--- config.mk ---
export PLATFORM = sky130hd
export DESIGN_NAME = pc_unit_flat
export DESIGN_NICKNAME = d
export VERILOG_FILES = /design/src/rtl/pc_unit_if.sv /design/src/rtl/pc_unit.sv /design/src/flat_wrapper.sv
export SDC_FILE = /design/constraint.sdc
export NUM_CORES = 1
export LEC_CHECK = 0
export CORE_ASPECT_RATIO = 0.7
export CORE_MARGIN = 4
export CORE_UTILIZATION = 30
export DETAILED_ROUTE_END_ITERATION = 8
export SETUP_SLACK_MARGIN = 0.05
export SKIP_CTS_REPAIR_TIMING = 1
export SLEW_MARGIN = 15
export SYNTH_ARGS = -nofsm -noshare
export SYNTH_HDL_FRONTEND = slang
export SYNTH_SLANG_ARGS = --single-unit
--- constraint.sdc ---
create_clock -name clk -period 7.4 [get_ports clk]
set_clock_uncertainty 0.05 [all_clocks]
set_input_delay 1.48 -clock clk [delete_from_list [all_inputs] [get_ports clk]]
set_output_delay 1.48 -clock clk [all_outputs]
set_load 0.02 [all_outputs]
--- src/rtl/pc_unit_if.sv ---
// Bus bundle between the decode/branch logic (master) and the PC unit (slave).
interface pc_unit_if #(
    parameter int WIDTH = 32
);
    logic             ena;
    logic [2:0]       sel;
    logic [WIDTH-1:0] offset;
    logic [WIDTH-1:0] target;
    logic [WIDTH-1:0] pc;
    logic [WIDTH-1:0] pc_plus;
    logic             ras_empty;
    logic             ras_full;
    logic             ras_uflow;
    logic             ras_oflow;
    logic             misalign;

    modport master (
        output ena, sel, offset, target,
        input  pc, pc_plus, ras_empty, ras_full, ras_uflow, ras_oflow, misalign
    );

    modport slave (
        input  ena, sel, offset, target,
        output pc, pc_plus, ras_empty, ras_full, ras_uflow, ras_oflow, misalign
    );
endinterface

--- src/rtl/pc_unit.sv ---
// Program-counter unit: next-PC selection plus a circular return-address stack.
// Optional misaligned-target trap is enabled by defining PC_MISALIGN_TRAP_EN.
module pc_unit #(
    parameter int          WIDTH     = 32,
    parameter logic [31:0] RESET_VEC = 32'h0040_0000,
    parameter logic [31:0] EXC_VEC   = 32'h0040_0004,
    parameter int          INC       = 4,
    parameter int          RAS_DEPTH = 4
) (
    input logic       clk,
    input logic       rst,
    pc_unit_if.slave  bus
);

    localparam int PW = (RAS_DEPTH > 1) ? $clog2(RAS_DEPTH) : 1;
    localparam int CW = $clog2(RAS_DEPTH + 1);

    localparam logic [WIDTH-1:0] RST_PC  = WIDTH'(RESET_VEC);
    localparam logic [WIDTH-1:0] EXC_PC  = WIDTH'(EXC_VEC);
    localparam logic [WIDTH-1:0] INC_W   = WIDTH'(INC);
    localparam logic [PW-1:0]    PTR_MAX = PW'(RAS_DEPTH - 1);
    localparam logic [CW-1:0]    CNT_MAX = CW'(RAS_DEPTH);

    localparam logic [2:0] SEL_BRANCH = 3'b001;
    localparam logic [2:0] SEL_JUMP   = 3'b010;
    localparam logic [2:0] SEL_CALL   = 3'b011;
    localparam logic [2:0] SEL_RET    = 3'b100;
    localparam logic [2:0] SEL_EXC    = 3'b101;

    function automatic logic [PW-1:0] ptr_inc(input logic [PW-1:0] p);
        return (p == PTR_MAX) ? '0 : p + PW'(1);
    endfunction

    function automatic logic [PW-1:0] ptr_dec(input logic [PW-1:0] p);
        return (p == '0) ? PTR_MAX : p - PW'(1);
    endfunction

    logic [WIDTH-1:0]        pc_p1;
    logic [WIDTH-1:0]        pc_p0;
    logic [WIDTH-1:0]        pc_plus;
    logic signed [WIDTH-1:0] offset_s;
    logic [WIDTH-1:0]        cand;
    logic [WIDTH-1:0]        stack [RAS_DEPTH];
    logic [PW-1:0]           ptr;
    logic [CW-1:0]           count;
    logic                    full;
    logic                    push;
    logic                    pop;
    logic                    uflow_p0;
    logic                    oflow_p0;
    logic                    uflow_p1;
    logic                    oflow_p1;

    assign offset_s = bus.offset;
    assign pc_plus  = pc_p1 + INC_W;
    assign full     = (count == CNT_MAX);

`ifdef PC_MISALIGN_TRAP_EN
    localparam logic [WIDTH-1:0] ALIGN_MASK = WIDTH'(INC - 1);

    function automatic logic misaligned(input logic [WIDTH-1:0] addr);
        return (addr & ALIGN_MASK) != '0;
    endfunction

    logic chk;
    logic misalign_p0;
    logic misalign_p1;

    assign chk = bus.sel inside {SEL_BRANCH, SEL_JUMP, SEL_CALL, SEL_RET};
`endif

    // Stage p0: next-PC selection and stack control
    always_comb begin
        pc_p0    = pc_p1;
        cand     = pc_plus;
        push     = 1'b0;
        pop      = 1'b0;
        uflow_p0 = 1'b0;
`ifdef PC_MISALIGN_TRAP_EN
        misalign_p0 = 1'b0;
`endif
        if (bus.ena) begin
            unique case (bus.sel)
                SEL_BRANCH: cand = pc_plus + WIDTH'(offset_s);
                SEL_JUMP:   cand = bus.target;
                SEL_CALL: begin
                    cand = bus.target;
                    push = 1'b1;
                end
                SEL_RET: begin
                    if (count != '0) begin
                        cand = stack[ptr_dec(ptr)];
                        pop  = 1'b1;
                    end else begin
                        cand     = bus.target;
                        uflow_p0 = 1'b1;
                    end
                end
                SEL_EXC:    cand = EXC_PC;
                default:    cand = pc_plus;
            endcase
            pc_p0 = cand;
`ifdef PC_MISALIGN_TRAP_EN
            // A trapped return has already consumed its entry; only the push is cancelled.
            if (chk && misaligned(cand)) begin
                pc_p0       = EXC_PC;
                push        = 1'b0;
                misalign_p0 = 1'b1;
            end
`endif
        end
        oflow_p0 = push && full;
    end

    // Stage p1: architectural state
    always_ff @(posedge clk or posedge rst) begin
        if (rst) begin
            pc_p1    <= RST_PC;
            ptr      <= '0;
            count    <= '0;
            uflow_p1 <= 1'b0;
            oflow_p1 <= 1'b0;
        end else begin
            pc_p1    <= pc_p0;
            uflow_p1 <= uflow_p0;
            oflow_p1 <= oflow_p0;
            if (push) begin
                ptr <= ptr_inc(ptr);
                if (!full) count <= count + CW'(1);
            end else if (pop) begin
                ptr   <= ptr_dec(ptr);
                count <= count - CW'(1);
            end
        end
    end

    // Stack storage carries no reset; entries are meaningless until pushed.
    always_ff @(posedge clk) begin
        if (push) stack[ptr] <= pc_plus;
    end

`ifdef PC_MISALIGN_TRAP_EN
    always_ff @(posedge clk or posedge rst) begin
        if (rst) misalign_p1 <= 1'b0;
        else     misalign_p1 <= misalign_p0;
    end
    assign bus.misalign = misalign_p1;
`else
    assign bus.misalign = 1'b0;
`endif

    assign bus.pc        = pc_p1;
    assign bus.pc_plus   = pc_plus;
    assign bus.ras_empty = (count == '0);
    assign bus.ras_full  = full;
    assign bus.ras_uflow = uflow_p1;
    assign bus.ras_oflow = oflow_p1;

endmodule
--- src/flat_wrapper.sv ---
// flat-port wrapper written by rule: the top's interface ports become plain ports
module pc_unit_flat 
#(
    parameter int          WIDTH     = 32,
    parameter logic [31:0] RESET_VEC = 32'h0040_0000,
    parameter logic [31:0] EXC_VEC   = 32'h0040_0004,
    parameter int          INC       = 4,
    parameter int          RAS_DEPTH = 4
)
  (clk, rst, bus_ena, bus_sel, bus_offset, bus_target, bus_pc, bus_pc_plus, bus_ras_empty, bus_ras_full, bus_ras_uflow, bus_ras_oflow, bus_misalign);
  pc_unit_if #(.WIDTH(WIDTH)) bus_i ();
  input logic clk;
  input logic rst;
  input wire logic [$bits(bus_i.ena)-1:0] bus_ena;
  input wire logic [$bits(bus_i.sel)-1:0] bus_sel;
  input wire logic [$bits(bus_i.offset)-1:0] bus_offset;
  input wire logic [$bits(bus_i.target)-1:0] bus_target;
  output wire logic [$bits(bus_i.pc)-1:0] bus_pc;
  output wire logic [$bits(bus_i.pc_plus)-1:0] bus_pc_plus;
  output wire logic [$bits(bus_i.ras_empty)-1:0] bus_ras_empty;
  output wire logic [$bits(bus_i.ras_full)-1:0] bus_ras_full;
  output wire logic [$bits(bus_i.ras_uflow)-1:0] bus_ras_uflow;
  output wire logic [$bits(bus_i.ras_oflow)-1:0] bus_ras_oflow;
  output wire logic [$bits(bus_i.misalign)-1:0] bus_misalign;
  assign bus_i.ena = bus_ena;
  assign bus_i.sel = bus_sel;
  assign bus_i.offset = bus_offset;
  assign bus_i.target = bus_target;
  assign bus_pc = bus_i.pc;
  assign bus_pc_plus = bus_i.pc_plus;
  assign bus_ras_empty = bus_i.ras_empty;
  assign bus_ras_full = bus_i.ras_full;
  assign bus_ras_uflow = bus_i.ras_uflow;
  assign bus_ras_oflow = bus_i.ras_oflow;
  assign bus_misalign = bus_i.misalign;
  pc_unit #(.WIDTH(WIDTH), .RESET_VEC(RESET_VEC), .EXC_VEC(EXC_VEC), .INC(INC), .RAS_DEPTH(RAS_DEPTH)) u_core (.clk(clk), .rst(rst), .bus(bus_i));
endmodule
==> metrics.yaml, run 1 <==
io_pins: 139
ant_nets: 0
drt-wirelength-per-cell_um: 22.86
avgSynthCellArea_um2: 12.32
seq_area_um2: 4821
p_leak_uw: 0.004232
p_comb_frac: 0.441
ir_drop_mv: 0.1869
rows: 53
drive_gt1_frac: 0.1084
multi_input_area_um2: 4232
drt_first_pass_iters: 5
fin_crit_sh: 0.7128
critPathArrivalTime_ns: 3.74
net-switching-power_uw: 1467
worstMarginPinSlew_ns: 1.015
rr_startpoint: "u_core.bus.pc[2]"
drc_errors: 0
grt_first_pass_wirelength_um: 44810
dp_hpwl_um: 21660
grt_pass1_vias: 6928
viasPerCell: 5.334
synth-async-reset-ratio: 0.2335
yosysWarnings: 0
maxSlewHeadroom: 0.3231
worstSkewPairLatency_ns: 0.44
synth_fp_nets: 864
synth_edf_count: 128
area_growth_pct: 26.93
pwr-share-seq: 0.313
power.share.switching: 0.3648
path_class: "reg2out"
clk_path_buf_depth: 2
fill_cells: 2896
cts_root_buffer: "clkbuf_16"
intPower_uw: 2555
synth.ff_latch_count: 167
port_buffers: 137
cp-startpoint: "u_core.bus.pc[2]"
p_total_uw: 4022
worst-path-buf-inv: 1
slowest_stage: "clkdlybuf4s50_1"
drv_slew: 0
required_ns: 5.87
rsz0062_at_grt: "no"
cp-end-kind: "output pin"
cp_top_family: "simple AND/OR/NAND/NOR gates"
synth_mux_area_frac: 0.08051
antenna_cells: 0
rrSetupSlack_ns: 2.57
die_w_um: 217.7
cts_buffers: 17
routed_wl_um: 29870
die_area_um2: 33690
seq_area_frac_synth: 0.5222
outcome: "completed"
synth-compound-area-share: 0.1563
fin_crit_ns: 5.275
cp_max_fo: 7
initial_core_util: 0.3060
maxCapViolations: 0
grtUsageTotal: 0.1778
synthSimpleGateAreaFrac: 0.1019
synth.cell_area_um2: 9231
gp_congestion: 0.9079
synthXorXnorAreaFrac: 0.05584
power.density_nw_per_um2: 343.2
ys_types: 65
hold_start: "u_core.count[2]"
clk_pin_slew_worst_paths_ns: 0.07
antenna_found_initial: 1
hold_class: "reg2reg"
num-nets-final: 997
cts_tree: "done"
synth_top_family_by_area: "compound AO/OA/AOI/OAI gates"
synthAdderAreaFrac: 0.06262
grt.overflow.total: 0
hold_viol_final: 0
core_um2: 30170
clkPwrFrac: 0.246
setup_viol: 0
fp.dieH_um: 154.8
synth-main-ff-cell: "edfxtp_1"
max_freq_ghz: 0.1896
vias: 6971
grt_start_max_net_pins: 45
start_kind: "flop"
setup_tns_ns: 0
syn_inst: 749
critPathMaxStageDelay_ns: 0.70
first_iter_violations: 709
htreeDepth: 4
path_cells: "ha_1, and4_1, nand2b_1, nor3_2, nand2_1, nor2_1, xor2_1, clkdlybuf4s50_1"
cts_sinks: 167
## synth_stat cells (all sizes together) (5+ instances only)
master,instances,area share
clkbuf,22,0.0089
and2,9,0.0061
nand2b,10,0.0068
o22ai,8,0.0054
nand3,21,0.011
inv,8,0.0033
a221o,9,0.0098
and3,13,0.0088
a222oi,5,0.0054
a31oi,14,0.0095
ha,43,0.058
xnor2,34,0.032
a22oi,10,0.0081
nand2,60,0.024
buf,14,0.0080
o21ai,37,0.020
a211oi,6,0.0060
nand4,7,0.0047
a21oi,51,0.028
a221oi,12,0.012
xor2,24,0.024
nor3,12,0.0081
o211ai,5,0.0041
edfxtp,128,0.42
a21o,21,0.017
dfrtp,38,0.10
nor2,44,0.018
mux4,32,0.078
## power by group through the flow
stage	clock (µW)	sequential (µW)	combinational (µW)
after floorplan	0	1310	1140
after global placement	0	1270	1770
after detailed placement	0	1280	1770
after CTS	1000	1260	1790
after global routing	1040	1270	1930
final	988	1260	1770
## state kept, by name, indices dropped and copies added, names as in the netlist
| signal | count |
|---|---|
| u_core.bus.pc | 32 |
| u_core.bus.ras_oflow | 1 |
| u_core.bus.ras_uflow | 1 |
| u_core.count | 3 |
| u_core.ptr | 2 |
| u_core.stack | 128 |
## area by class of cell
cell class,instances,share of cell area
timing repair buffer,150,0.1254
inverter,8,0.002563
clock buffer,17,0.03631
multi-input combinational,538,0.3611
clock inverter,15,0.01922
sequential,167,0.4114
tap,412,0.04399
## cells in the final DEF, fill, tap and decap left out, types with 4 or more instances in the layout
| cell type | n |
|---|---|
| inv_1 | 7 |
| mux4_2 | 32 |
| clkinv_4 | 4 |
| nand2_1 | 60 |
| buf_4 | 13 |
| ha_1 | 42 |
| and3_1 | 13 |
| a21oi_1 | 51 |
| dfrtp_1 | 38 |
| and2_1 | 9 |
| nand4_1 | 7 |
| o22ai_1 | 8 |
| a222oi_1 | 5 |
| a21o_1 | 21 |
| edfxtp_1 | 128 |
| bufinv_16 | 5 |
| nor3_1 | 9 |
| and4_1 | 4 |
| a22oi_1 | 10 |
| a221o_1 | 9 |
| a211oi_1 | 4 |
| a221oi_1 | 11 |
| o211ai_1 | 5 |
| xor2_1 | 23 |
| nand2b_1 | 10 |
| clkbuf_16 | 17 |
| nand3_1 | 21 |
| a41oi_1 | 4 |
| clkdlybuf4s50_1 | 137 |
| xnor2_1 | 34 |
| nor2_1 | 43 |
| a31oi_1 | 14 |
| o21ai_0 | 34 |
## stage by stage
stage / std cells / util / hold slack (ns) / worst slack (ns) / cell area, µm²
after floorplan: 749 / - / 0.4141 / 3.196 / 9231
after global placement: 1275 / 0.3668 / 0.4321 / 2.645 / 11070
after detailed placement: 1275 / 0.3668 / 0.4378 / 2.591 / 11070
after CTS: 1307 / 0.3883 / 0.4523 / 2.102 / 11720
after global routing: 1307 / 0.3883 / 0.4752 / 1.790 / 11720
final: 1307 / 0.3883 / 0.4503 / 2.125 / 11720
## worst reg2reg max path: cells and delay by family, from the launching register on
family / cells / cell delay [ns]
AND/OR/NAND/NOR: 7 / 1.67
flip-flops: 1 / 0.44
AO/OA/AOI/OAI: 4 / 0.97
adder cells (fa/ha/maj): 2 / 0.74
XOR/XNOR: 2 / 0.84
## per-layer routing
layer | global-route usage | up-vias | share of wire
met1 | 0.2700 | 3497 | 0.49
met3 | 0.04870 | 27 | 0.075
met5 | 0 | - | 0.00037
met4 | 0.04358 | 2 | 0.016
met2 | 0.2505 | 260 | 0.42
li1 | - | 3185 | -
## kinds of logic (layout without fill, tap and decap cells)
kind of cell	after synthesis	after routing
AOI/OAI and AO/OA	207	207
xor gates and xnor gates	58	58
adders and majority gates	45	45
buffers and inverters	44	190
DFF	167	167
muxes	34	34
other	1	1
and+or+nand+nor	193	193
## worst paths after layout
kind / end / depth (start not counted)
max: bus_pc_plus[30] / 8
min: u_core.count[2] / 1
max reg2reg: u_core.bus.pc[31] / 15
min reg2reg: u_core.count[2] / 1
max in group asynchronous: u_core.bus.pc[14] / 3
min in group asynchronous: u_core.bus.ras_oflow / 3
(Power assumes the default switching activity.)
==> run 2: changes to the inputs <==
Clock period 7.4 ns to 4.9 ns, I/O delays scaled along.
==> run 2 against run 1 <==
  * Routed wire length rose by 2.5%
  * Worst setup slack got worse by 1.7 ns
  * Worst hold slack improved by 0.024 ns
  * Via count up 4.1%
  * Critical endpoint unchanged
  * Utilization increased by 0.51 points
  * Cell count up 1.8%
  * Total power is 52% higher
  * Register-to-register slack got worse by 2.0 ns
  * Global-route usage increased by 0.37 points
  * Sequential share of layout area is 0.53 points lower
  * Critical path type unchanged
==> metrics.yaml, run 2 (synthesis gave the netlist of run 1 again) <==
path_cells: "ha_1, and4_1, nand2b_1, nor3_2, buf_4, nand2_1, nor2_1, xor2_1, clkdlybuf4s50_1"
cts_buffers: 17
setup_tns_ns: 0
pre_cts_slack_ns: 0.6151
top_register: "u_core.stack"
net-switching-power_uw: 2241
critPathMaxStageDelay_ns: 0.70
pwr-share-seq: 0.312
max_freq_ghz: 0.2241
timing.rr.end: "u_core.bus.pc[31]"
port_buffers: 137
outcome: "completed"
required_ns: 3.87
first_iter_violations: 703
mostFrequentLayoutCells: "137 x clkdlybuf4s50_1, 128 x edfxtp_1, 60 x nand2_1, 51 x a21oi_1, 43 x nor2_1"
antenna_cells: 0
hold_class: "reg2reg"
area_growth_pct: 28.58
cp-startpoint: "u_core.bus.pc[2]"
hold_viol_final: 0
layout_commonest_cell: "clkdlybuf4s50_1"
power.density_nw_per_um2: 515.0
drv_slew: 0
hold_end: "u_core.count[2]"
cp-end-kind: "output pin"
p_leak_uw: 0.004335
drive_gt1_frac: 0.1295
viasPerCell: 5.452
design_area_um2: 11870
antenna_found_initial: 1
dp_hpwl_um: 22670
path_class: "reg2out"
htreeDepth: 4
die_area_um2: 33690
cp_max_fo: 7
drc_errors: 0
vias: 7257
grtUsageTotal: 0.1815
cts_sinks: 167
ant_nets: 0
fin_ws_ns: 0.4381
die_w_um: 217.7
fill_cells: 2837
reg2reg_depth: 16
rsz0062_at_grt: "no"
routed_wl_um: 30610
clkPwrFrac: 0.235
rr_startpoint: "u_core.bus.pc[2]"
largest_reg_flops: 128
power.share.switching: 0.3666
drt-wirelength-per-cell_um: 23.00
rows: 53
worstSkewPairLatency_ns: 0.45
grt_start_max_net_pins: 41
p_comb_frac: 0.454
cts_tree: "done"
num-nets-final: 1021
worstMarginPinSlew_ns: 0.8431
start_kind: "flop"
rrSetupSlack_ns: 0.56
core_um2: 30170
maxCapViolations: 0
clk_path_buf_depth: 2
grt_first_pass_wirelength_um: 45380
maxSlewHeadroom: 0.4360
postPlaceCellArea_um2: 11250
setup_viol: 0
drt_first_pass_iters: 5
hold_depth: 1
fin_crit_ns: 4.462
gp_congestion: 0.9603
hold_start: "u_core.count[2]"
intPower_uw: 3872
fin_crit_sh: 0.9106
clk_pin_slew_worst_paths_ns: 0.06
utilization: 0.3934
cts_root_buffer: "clkbuf_16"
grt.overflow.total: 0
slowest_stage: "clkdlybuf4s50_1"
critPathArrivalTime_ns: 3.43
fp.dieH_um: 154.8
io_pins: 139
grt_pass1_vias: 6985
ir_drop_mv: 0.3013
initial_core_util: 0.3060
[run 2: cell count changes in the layout (fill, tap and decap cells not counted)]
cell        before  now
clkinv_4         4    3
buf_4           13   37
inv_6            2    0
clkinvlp_4       1    2
clkbuf_1         0    1
bufinv_16        5    4
clkinv_1         1    2
clkbuf_8         0    1
[run 2: cell type report]
cell class	instances	area, µm²	area share
Multi-Input combinational cell	538	4232	0.3565
Clock buffer	19	442.9	0.03731
Clock inverter	13	180.2	0.01518
Inverter	8	30.03	0.002530
Timing Repair Buffer	174	1649	0.1389
Sequential cell	167	4821	0.4061
Tap cell	412	515.5	0.04343
[run 2: metal layers]
| layer | track usage | routed length, µm | vias up |
|---|---|---|---|
| li1 | - | - | 3230 |
| met1 | 0.2776 | 14740 | 3686 |
| met2 | 0.2562 | 12800 | 314 |
| met3 | 0.04870 | 2610 | 25 |
| met4 | 0.04025 | 442 | 2 |
| met5 | 0 | 8 | - |
[run 2: worst max path at each step]
stage | cells after the start | slack [ns] | to
3_3_place_gp | 16 | 0.67 | u_core.bus.pc[31]
4_1_cts | 9 | 0.37 | bus_pc_plus[30]
3_5_place_dp | 16 | 0.62 | u_core.bus.pc[25]
5_1_grt | 8 | 0.20 | bus_pc_plus[24]
2_1_floorplan | 16 | 0.70 | u_core.bus.pc[31]
6_report | 9 | 0.44 | bus_pc_plus[30]
[run 2: stage by stage]
stage / hold slack (ns) / instances / power (µW)
detailed placement: 0.4671 / 1299 / 4706
finish: 0.4747 / 1331 / 6113
global placement: 0.4375 / 1299 / 4700
floorplan: 0.4141 / 749 / 3691
CTS: 0.4797 / 1331 / 6155
global route: 0.5123 / 1331 / 6449
[run 2: power by group through the flow]
stage | clock network, µW | logic [µW] | registers (µW)
final | 1430 | 2770 | 1910
after global routing | 1520 | 3000 | 1930
after CTS | 1460 | 2790 | 1900
after detailed placement | 0 | 2770 | 1930
after global placement | 0 | 2770 | 1930
after floorplan | 0 | 1720 | 1970
[run 2: worst max-delay path: cells and delay by family, from the launching register on]
family	cells	cell delay, ns
buffers and inverters	2	0.90
adders and majority gates	1	0.25
and+or+nand+nor	5	0.93
xor gates and xnor gates	1	0.44
DFF	1	0.45
==> run 3: changes to the inputs <==
Settings changed: SKIP_LAST_GASP set to 1.
==> results of run 3 <==
No change in the layout: final DEF, timing and power equal those of run 2.
